**src/rtl/regfile_mp.sv**
```systemverilog
// regfile_mp: multi-port integer register file with busy scoreboard and post-reset clear sweep.
// Optional same-cycle write-to-read forwarding is enabled by defining REGFILE_BYPASS_EN.
module regfile_mp #(
    parameter int XLEN = 32,
    parameter int NREG = 32,
    parameter int NRD  = 2,
    parameter int NWR  = 1,
    parameter int AW   = $clog2(NREG)
) (
    input  logic                clk,
    input  logic                rst,
    output logic                ready,
    input  logic [NRD-1:0]      rden,
    input  logic [NRD*AW-1:0]   raddr,
    output logic [NRD*XLEN-1:0] rdata,
    output logic [NRD-1:0]      rbusy,
    input  logic [NWR-1:0]      wren,
    input  logic [NWR*AW-1:0]   waddr,
    input  logic [NWR*XLEN-1:0] wdata,
    input  logic                rsv_en,
    input  logic [AW-1:0]       rsv_addr
);
    typedef enum logic {CLEAR, RUN} state_e;

    state_e          state_q;
    logic [AW-1:0]   idx_q;
    logic            ready_q;
    logic [XLEN-1:0] mem_q [NREG];
    logic [NREG-1:0] busy_q, busy_d;
    logic            run;

    assign run   = state_q == RUN;
    assign ready = ready_q;

    // Sweep sequencer and scoreboard; reset aborts everything and restarts the sweep at entry 1
    always_ff @(posedge clk or negedge rst) begin
        if (!rst) begin
            state_q <= CLEAR;
            idx_q   <= AW'(1);
            ready_q <= 1'b0;
            busy_q  <= '0;
        end else begin
            busy_q <= busy_d;
            if (state_q == CLEAR) begin
                idx_q <= idx_q + AW'(1);
                if (idx_q == AW'(NREG - 1)) begin
                    state_q <= RUN;
                    ready_q <= 1'b1;
                end
            end
        end
    end

    // Storage has no reset so it maps to RAM; the sweep zeroes it, later ports override earlier ones
    always_ff @(posedge clk) begin
        if (state_q == CLEAR)
            mem_q[idx_q] <= '0;
        else
            for (int j = 0; j < NWR; j++)
                if (wren[j] && waddr[j*AW +: AW] != '0)
                    mem_q[waddr[j*AW +: AW]] <= wdata[j*XLEN +: XLEN];
    end

    // Writes retire a pending producer; a same-cycle reserve re-arms it for the new producer
    always_comb begin
        busy_d = busy_q;
        if (run) begin
            for (int j = 0; j < NWR; j++)
                if (wren[j])
                    busy_d[waddr[j*AW +: AW]] = 1'b0;
            if (rsv_en)
                busy_d[rsv_addr] = 1'b1;
        end
        busy_d[0] = 1'b0;
    end

    // Combinational read ports; register 0 and disabled ports read as zero and never busy
    always_comb begin
        rdata = '0;
        rbusy = '0;
        for (int i = 0; i < NRD; i++) begin
            if (run && rden[i] && raddr[i*AW +: AW] != '0) begin
                rdata[i*XLEN +: XLEN] = mem_q[raddr[i*AW +: AW]];
                rbusy[i]              = busy_q[raddr[i*AW +: AW]];
`ifdef REGFILE_BYPASS_EN
                for (int j = 0; j < NWR; j++)
                    if (wren[j] && waddr[j*AW +: AW] == raddr[i*AW +: AW]) begin
                        rdata[i*XLEN +: XLEN] = wdata[j*XLEN +: XLEN];
                        rbusy[i]              = rsv_en && rsv_addr == raddr[i*AW +: AW];
                    end
`else
`endif
            end
        end
    end
endmodule

```
**config.mk**
```make
export PLATFORM = sky130hd
export DESIGN_NAME = regfile_mp
export DESIGN_NICKNAME = d
export VERILOG_FILES = /design/src/rtl/regfile_mp.sv
export SDC_FILE = /design/constraint.sdc
export NUM_CORES = 1
export LEC_CHECK = 0
export CAP_MARGIN = 20
export CORE_ASPECT_RATIO = 1.75
export CORE_MARGIN = 3
export CORE_UTILIZATION = 45
export CTS_BUF_LIST = sky130_fd_sc_hd__clkbuf_4
export CTS_CLUSTER_DIAMETER = 40
export CTS_CLUSTER_SIZE = 14
export DETAILED_ROUTE_END_ITERATION = 6
export MAX_ROUTING_LAYER = met4
export SYNTH_ARGS = -nofsm -noshare
export SYNTH_HDL_FRONTEND = slang
export SYNTH_SLANG_ARGS = --single-unit
export TNS_END_PERCENT = 5
```
**constraint.sdc**
```tcl
create_clock -name clk -period 7.45 [get_ports clk]
set_input_delay 2.235 -clock clk [delete_from_list [all_inputs] [get_ports clk]]
set_output_delay 2.235 -clock clk [all_outputs]
set_load 0.01 [all_outputs]
```
* After elaboration in Yosys (flattened, before gate mapping)
Memory sizes are Yosys's and may differ from the RTL's.
Cells that the tools add are included.
** Storage, ports and cells
- Register bits after elaboration :: 38
- Output and inout port bits :: 67
- Memories kept :: 1
- Memory bits (writable) :: 1024
- Input bits :: 58
** Memory list
- mem_q :: depth 32, width 32, read ports 2, clocked after Yosys merged registers in 0, write ports 1, line 28 : logic [XLEN-1:0] mem_q [NREG];
** Operators by class
- Equal/unequal tests :: 1
- Add/sub/neg operators :: 1
- Reductions and logical operators :: 12
- Mux-type cells :: 24
- Bitwise operators :: 4
- $lt $le $gt $ge :: 6
** Operators with widths (count)
- $mux W32 :: 6
- $and A32 B32 Y32 :: 1
- $not A32 Y32 :: 1
- $or A32 B32 Y32 :: 1
- $reduce_or A32 Y1 :: 1
- $lt A5 B6 Y1 const B :: 4
- $reduce_bool A5 Y1 :: 3
- $mux W1 :: 13
- $bmux W1 S5 :: 2
- $demux W1 S5 :: 2
- $ge A5 B1 Y1 const B :: 2
- $logic_and A1 B1 Y1 :: 7
- $add A5 B1 Y5 const B :: 1
- $eq A5 B5 Y1 const B :: 1
- $mux W5 :: 1
- $reduce_and A2 Y1 :: 1
- $not A1 Y1 :: 1

* Longest topological paths before layout
- Depth after elaboration :: 10
- Mapped depth :: 9

* Worst setup path after synthesis
No wires, ideal clock.
- Path kind :: input to output
- From :: input raddr[5]
- To :: output rbusy[1]
- Setup slack :: 1285 ps
- Data required time :: 5215 ps
- Arrival time :: 3930 ps
- Cell stages on the path :: 5
- Cell sequence :: buf_4 buf_4 buf_4 mux4_2 a2111oi_0
** Between the ends
- Cells in the longest elaborated chain, start to end :: 3
- Elaborated cells on any way between the ends :: 5
- Those cells by class :: mux: 3; reduce/logical: 2
** RTL lines
- from (decl) :: line 14 : input logic [NRD*AW-1:0] raddr,
- $bmux W1 S5 / $reduce_bool A5 Y1 (equally long branches) :: line 84, 82
- $mux W1 (implied by the code) / $logic_and A1 B1 Y1 (equally long branches) :: line 84, 82
- $mux W1 (*) :: line 82 : if (run && rden[i] && raddr[i*AW +: AW] != '0) begin
- to (decl) :: line 16 : output logic [NRD-1:0] rbusy,
Mark *: on every way between the ends. The rest lies on a longest branch, timed or not. The select of a mux whose other input is x is not followed.

* Worst setup path after layout
- From :: input raddr[7]
- To :: output rbusy[1]
The elaborated chain is that of the path after synthesis.

==> results.py <==
metrics = {
    "global_route": {
        "grt_pass1_vias": 33000,
        "grt_pass1_wl_um": 246000,
        "globalRouteOverflowTotal": 0,
        "grt_max_degree": 76,
        "gr-usage-all-layers": 0.307,
        "antenna_found_initial": 6,
    },
    "worst_hold_path": {
        "hold_class": "flip-flop to flip-flop",
        "holdCritStartpoint": "ready",
        "whs_endpoint": "ready",
        "holdPathStages": 1,
    },
    "routing": {
        "ant_nets": 0,
        "vias": 31800,
        "drt_iter0_markers": 3540,
        "firstDrtPassIters": 5,
        "drt-vias-per-instance": 6.67,
        "wire_per_inst_um": 36.6,
        "drt-total-wl_um": 175000,
        "drc": 0,
    },
    "sta": {
        "max_slew_margin": 0.232,
        "final-hold-violation-count": 0,
        "setup_tns_ns": 0,
        "fin_crit_ns": 7.25,
        "hold_slack_ns": 0.492,
        "worstMarginPinSlew_ns": 1.15,
        "rsz0062_at_grt": "no",
        "period_share": 0.973,
        "clock_skew_ns": 0.0877,
        "finalSetupViolCount": 0,
        "clock.fmax_ghz": 0.138,
        "final_max_slew_viol_count": 0,
    },
    "logic_synthesis": {
        "ys_async_sr_fraction": 0.0358,
        "netlist_area_um2": 50700,
        "synth_edf_count": 1024,
        "ys_ff_latch": 1062,
        "ys_seq_area_frac": 0.625,
        "ys_warn_count": 0,
        "synthCells": 3025,
        "syn_nets": 3085,
        "synth_area_per_cell_um2": 16.8,
        "yosysUniqueCellTypes": 54,
        "ys.flop_type": "edfxtp_1",
    },
    "place": {
        "placed_cell_area_um2": 54800,
        "io_buffers": 124,
        "hpwl_um": 109000,
        "finalWeightedCongestion": 0.882,
    },
    "floorplan": {
        "die_w_um": 260,
        "start_util": 0.454,
        "rows": 162,
        "ioPinCount": 125,
        "fp.coreArea_um2": 112000,
        "die_y_um": 450,
        "die_area_um2": 117000,
    },
    "critical_path": {
        "critPathLaunchType": "input port",
        "reg2reg_depth": 6,
        "crit_path_end_kind": "output port",
        "criticalPathCategory": "input port to output port",
        "required_ns": 5.22,
        "reg2reg_setup_slack_ns": 3.43,
        "r2r-start": "run",
        "crit_arrival_ns": 5.02,
        "critPathMaxFanout": 75,
        "reg2reg_to": "mem_q[8][9]",
    },
    "cells_and_area": {
        "multi_input_area_um2": 18100,
        "design_area_um2": 56900,
        "regArea_um2": 31700,
        "nNetsFinal": 3261,
        "synthToLayoutAreaGrowth_pct": 12.3,
        "fill_cells": 9098,
        "layout-drive-gt1-share": 0.265,
    },
    "run_status": {
        "status": "completed",
    },
    "job": {
        "maxCapViolations": 0,
    },
    "clocking": {
        "cts_tree": "done",
        "cts_sinks": 1062,
        "clk_pin_slew_ns": 0.14,
        "cts_htree_levels": 3,
        "max-clock-path-buffers": 3,
        "numCtsBuffers": 108,
        "clk-insertion-delay-late_ns": 1.14,
        "cts_root_buf": "clkbuf_4",
    },
    "power": {
        "vdd_drop_max_v": 0.000118,
        "p_int_mw": 8.39,
        "power_switching_mw": 2.95,
        "p_seq_frac": 0.582,
        "power.density_nw_per_um2": 199,
        "clockPowerShare": 0.302,
        "leakagePower_nw": 20.3,
        "comb_power_share": 0.116,
        "sw_frac_of_total": 0.260,
    },
}
==> worst max-delay path: stages <==
cell and delay (ns):
buf_8 0.25, buf_12 0.39, mux2i_1 0.14, mux4_2 0.51
a2111oi_1 0.65, buf_4 0.22, clkdlybuf4s50_1 0.54
==> worst max-delay path by stage <==
| stage | cells after the start | slack, ns | startpoint | end |
|---|---|---|---|---|
| floorplan | 5 | 1.28 | raddr[5] | rbusy[1] |
| global placement | 7 | 0.06 | raddr[7] | rbusy[1] |
| detailed placement | 7 | 0.08 | raddr[7] | rbusy[1] |
| CTS | 7 | 0.07 | raddr[7] | rbusy[1] |
| global route | 7 | 0.09 | raddr[7] | rbusy[1] |
| finish | 7 | 0.20 | raddr[7] | rbusy[1] |
==> Yosys cell counts, types with 2 or more instances <==
| master | instances | share of area |
|---|---|---|
| edfxtp_1 | 1024 | 0.61 |
| a221o_1 | 2 | 0.00040 |
| a21oi_1 | 78 | 0.0077 |
| a22oi_1 | 142 | 0.021 |
| nand2_1 | 165 | 0.012 |
| o211ai_1 | 2 | 0.00030 |
| a31oi_1 | 40 | 0.0049 |
| xnor2_1 | 3 | 0.00052 |
| nor3b_1 | 2 | 0.00030 |
| nand3_1 | 48 | 0.0047 |
| o21ai_0 | 98 | 0.0097 |
| or4_1 | 2 | 0.00030 |
| or3b_2 | 4 | 0.00069 |
| buf_2 | 80 | 0.0079 |
| nand4_1 | 16 | 0.0020 |
| buf_6 | 6 | 0.0013 |
| a32oi_1 | 50 | 0.0086 |
| a221oi_1 | 35 | 0.0060 |
| dfrtp_1 | 37 | 0.018 |
| mux2i_1 | 446 | 0.088 |
| nor2b_1 | 10 | 0.0012 |
| nand2b_1 | 4 | 0.00049 |
| or2_2 | 4 | 0.00049 |
| buf_1 | 17 | 0.0013 |
| and3_1 | 5 | 0.00062 |
| a211o_1 | 2 | 0.00035 |
| mux2_2 | 129 | 0.029 |
| clkbuf_1 | 107 | 0.0079 |
| mux4_2 | 311 | 0.14 |
| buf_4 | 31 | 0.0046 |
| ha_1 | 2 | 0.00049 |
| a2bb2oi_1 | 3 | 0.00052 |
| nand3b_1 | 9 | 0.0013 |
| or3_1 | 3 | 0.00037 |
| nor2_1 | 51 | 0.0038 |
| inv_1 | 4 | 0.00030 |
| and4b_1 | 2 | 0.00040 |
| and2_1 | 35 | 0.0043 |
==> flip-flops by register name, indices dropped and copies added (netlist names) <==
name and cells:
run 1, mem_q 1024, idx_q 5, ready 1, busy_q 31
==> cell type report <==
cell class              count  share of cell area
flip-flops and latches   1062               0.557
multi-input cells        1718               0.318
repair buffers            307              0.0618
well taps                1476              0.0325
clock buffers             120              0.0158
clock inverters            72              0.0137
diodes                     12            0.000528
inverters                   4            0.000264
==> cell families after synthesis <==
logic type	share of synthesized area
flops	0.625
mux	0.255
compound gates	0.0611
simple gates	0.0341
buf+inv	0.0233
xor+xnor	0.000519
fa+ha+maj	0.000494
==> power groups by stage <==
stage	sequential (mW)	combinational, mW	clock [mW]
floorplan	6.73	0.711	0
detailed placement	6.74	1.28	0
CTS	6.60	1.28	3.47
global placement	6.73	1.26	0
global route	6.60	1.37	3.71
finish	6.60	1.32	3.42
==> layer usage <==
layer  part of all wire  global-route usage  up-vias  wire (µm)
met4              0.053               0.140        0       9310
li1                   -                   -    12900          -
met5                  0                   -        -          0
met3              0.081              0.0546      407      14100
met1               0.37               0.375    16900      64100
met2               0.50               0.501     1683      87300
==> layout by cell type, fill, tap and decap left out, types with 98 or more instances in the layout <==
| cell type | synthesis | layout |
|---|---|---|
| clkbuf_4 | 0 | 120 |
| o21ai_0 | 98 | 98 |
| mux4_2 | 311 | 311 |
| edfxtp_1 | 1024 | 1024 |
| a22oi_1 | 142 | 142 |
| mux2_2 | 129 | 129 |
| mux2i_1 | 446 | 446 |
| clkdlybuf4s50_1 | 0 | 113 |
| nand2_1 | 165 | 165 |
| buf_4 | 31 | 120 |
==> metrics by stage <==
step / util / power, mW / instances / worst slack (ns)
floorplan: - / 7.44 / 3025 / 1.28
global placement: 0.491 / 7.99 / 4551 / 0.0585
detailed placement: 0.491 / 8.02 / 4552 / 0.0821
CTS: 0.506 / 11.4 / 4744 / 0.0746
global route: 0.509 / 11.7 / 4766 / 0.0860
finish: 0.510 / 11.3 / 4771 / 0.200
==> repair_timing <==
| item | 4_1_cts | 5_1_grt |
|---|---|---|
| endpoints found under the setup margin | 0 | 1 |
| hold buffers | 0 | 0 |
| buffers inserted | 0 | 0 |
| gates resized for setup | 0 | 1 |
No activity file was read; power rests on OpenSTA's default activity.
==> RTL change, RTL diff (config.mk and constraints unchanged) <==
Set the parameter `XLEN` to 16 (it was 32).
--- a/src/rtl/regfile_mp.sv
+++ b/src/rtl/regfile_mp.sv
@@ -2,5 +2,5 @@
 // Optional same-cycle write-to-read forwarding is enabled by defining REGFILE_BYPASS_EN.
 module regfile_mp #(
-    parameter int XLEN = 32,
+    parameter int XLEN = 16,
     parameter int NREG = 32,
     parameter int NRD  = 2,
Ports: changed (resized rdata and wdata); port bits go from 125 to 77. No check against the original RTL was run, so the function may have changed too.
==> RTL change against the original RTL <==
  * Worst setup slack improved by 56 ps
  * Sequential power decreased by 48%
  * Sequential cell count decreased by 512
  * Core utilization increased by 0.14 points
  * Non-clock buffer count decreased by 88
  * Register-to-register slack improved by 160 ps
  * Routed wire length decreased by 52%
  * Total power decreased by 50%
  * Synthesized area decreased by 47%
  * Largest power group unchanged
  * Final area decreased by 47%
  * Global-route usage decreased by 2.9 points
==> RTL change: results <==
metrics = {
    "setup_path": {
        "crit_fanout": 34,
        "cp_slowest_stage_delay_ps": 730,
        "r2r_end": "mem_q[16][0]",
        "worstRegToRegCells": 5,
        "cp_slowest_cell": "a2111oi_2",
    },
    "yosys": {
        "synth-xor-area-share": 0.000982,
        "ys_types": 62,
        "synth_compound_area_frac": 0.0752,
        "async_flop_share": 0.0691,
        "synth_area_leaders": "edfxtp_1, mux4_2, mux2i_1, dfrtp_1, a22oi_1",
        "post_synth_mux_area_share": 0.242,
    },
    "power_and_ir_drop": {
        "powerSeq_w": 0.00342,
        "swShare": 0.259,
        "p_leak_nw": 10.8,
    },
    "finish": {
        "largestRegisters": "mem_q x512, busy_q x31, idx_q x5",
        "final_util": 0.511,
        "drive_above_1_share": 0.262,
    },
    "sta": {
        "hold_slack_ps": 475,
        "worst_pin_slew_ps": 1080,
        "max_freq_mhz": 139,
    },
    "outcome": {
        "status": "finished clean",
    },
    "floorplanning": {
        "die-area_um2": 62500,
    },
    "placement": {
        "placedCellCount": 2500,
        "numPortBuffers": 76,
    },
    "global_route": {
        "grt_pass1_wl_um": 122000,
    },
    "clock_network": {
        "worstSkewPairLatency_ps": 880,
    },
}
[RTL change: final cells by class]
cell class | instances | share of cell area
Timing Repair Buffer | 219 | 0.0734
Clock inverter | 22 | 0.00698
Sequential cell | 550 | 0.546
Tap cell | 773 | 0.0323
Clock buffer | 59 | 0.0148
Inverter | 9 | 0.00113
Antenna cell | 2 | 0.000167
Multi-Input combinational cell | 959 | 0.325
[RTL change: per-layer routing]
| metal | wire (um) | up-vias | share of wire | GRT usage |
|---|---|---|---|---|
| li1 | - | 7071 | - | - |
| met1 | 31200 | 8818 | 0.37 | 0.342 |
| met2 | 43900 | 806 | 0.52 | 0.476 |
| met3 | 5210 | 186 | 0.062 | 0.0278 |
| met4 | 4000 | 0 | 0.047 | 0.114 |
| met5 | 0 | - | 0 | - |
[RTL change: cell families after synthesis]
logic type | count (synthesis)
compound gates | 294
xor+xnor | 3
fa+ha+maj | 2
buf+inv | 141
flops | 550
mux | 446
simple gates | 214
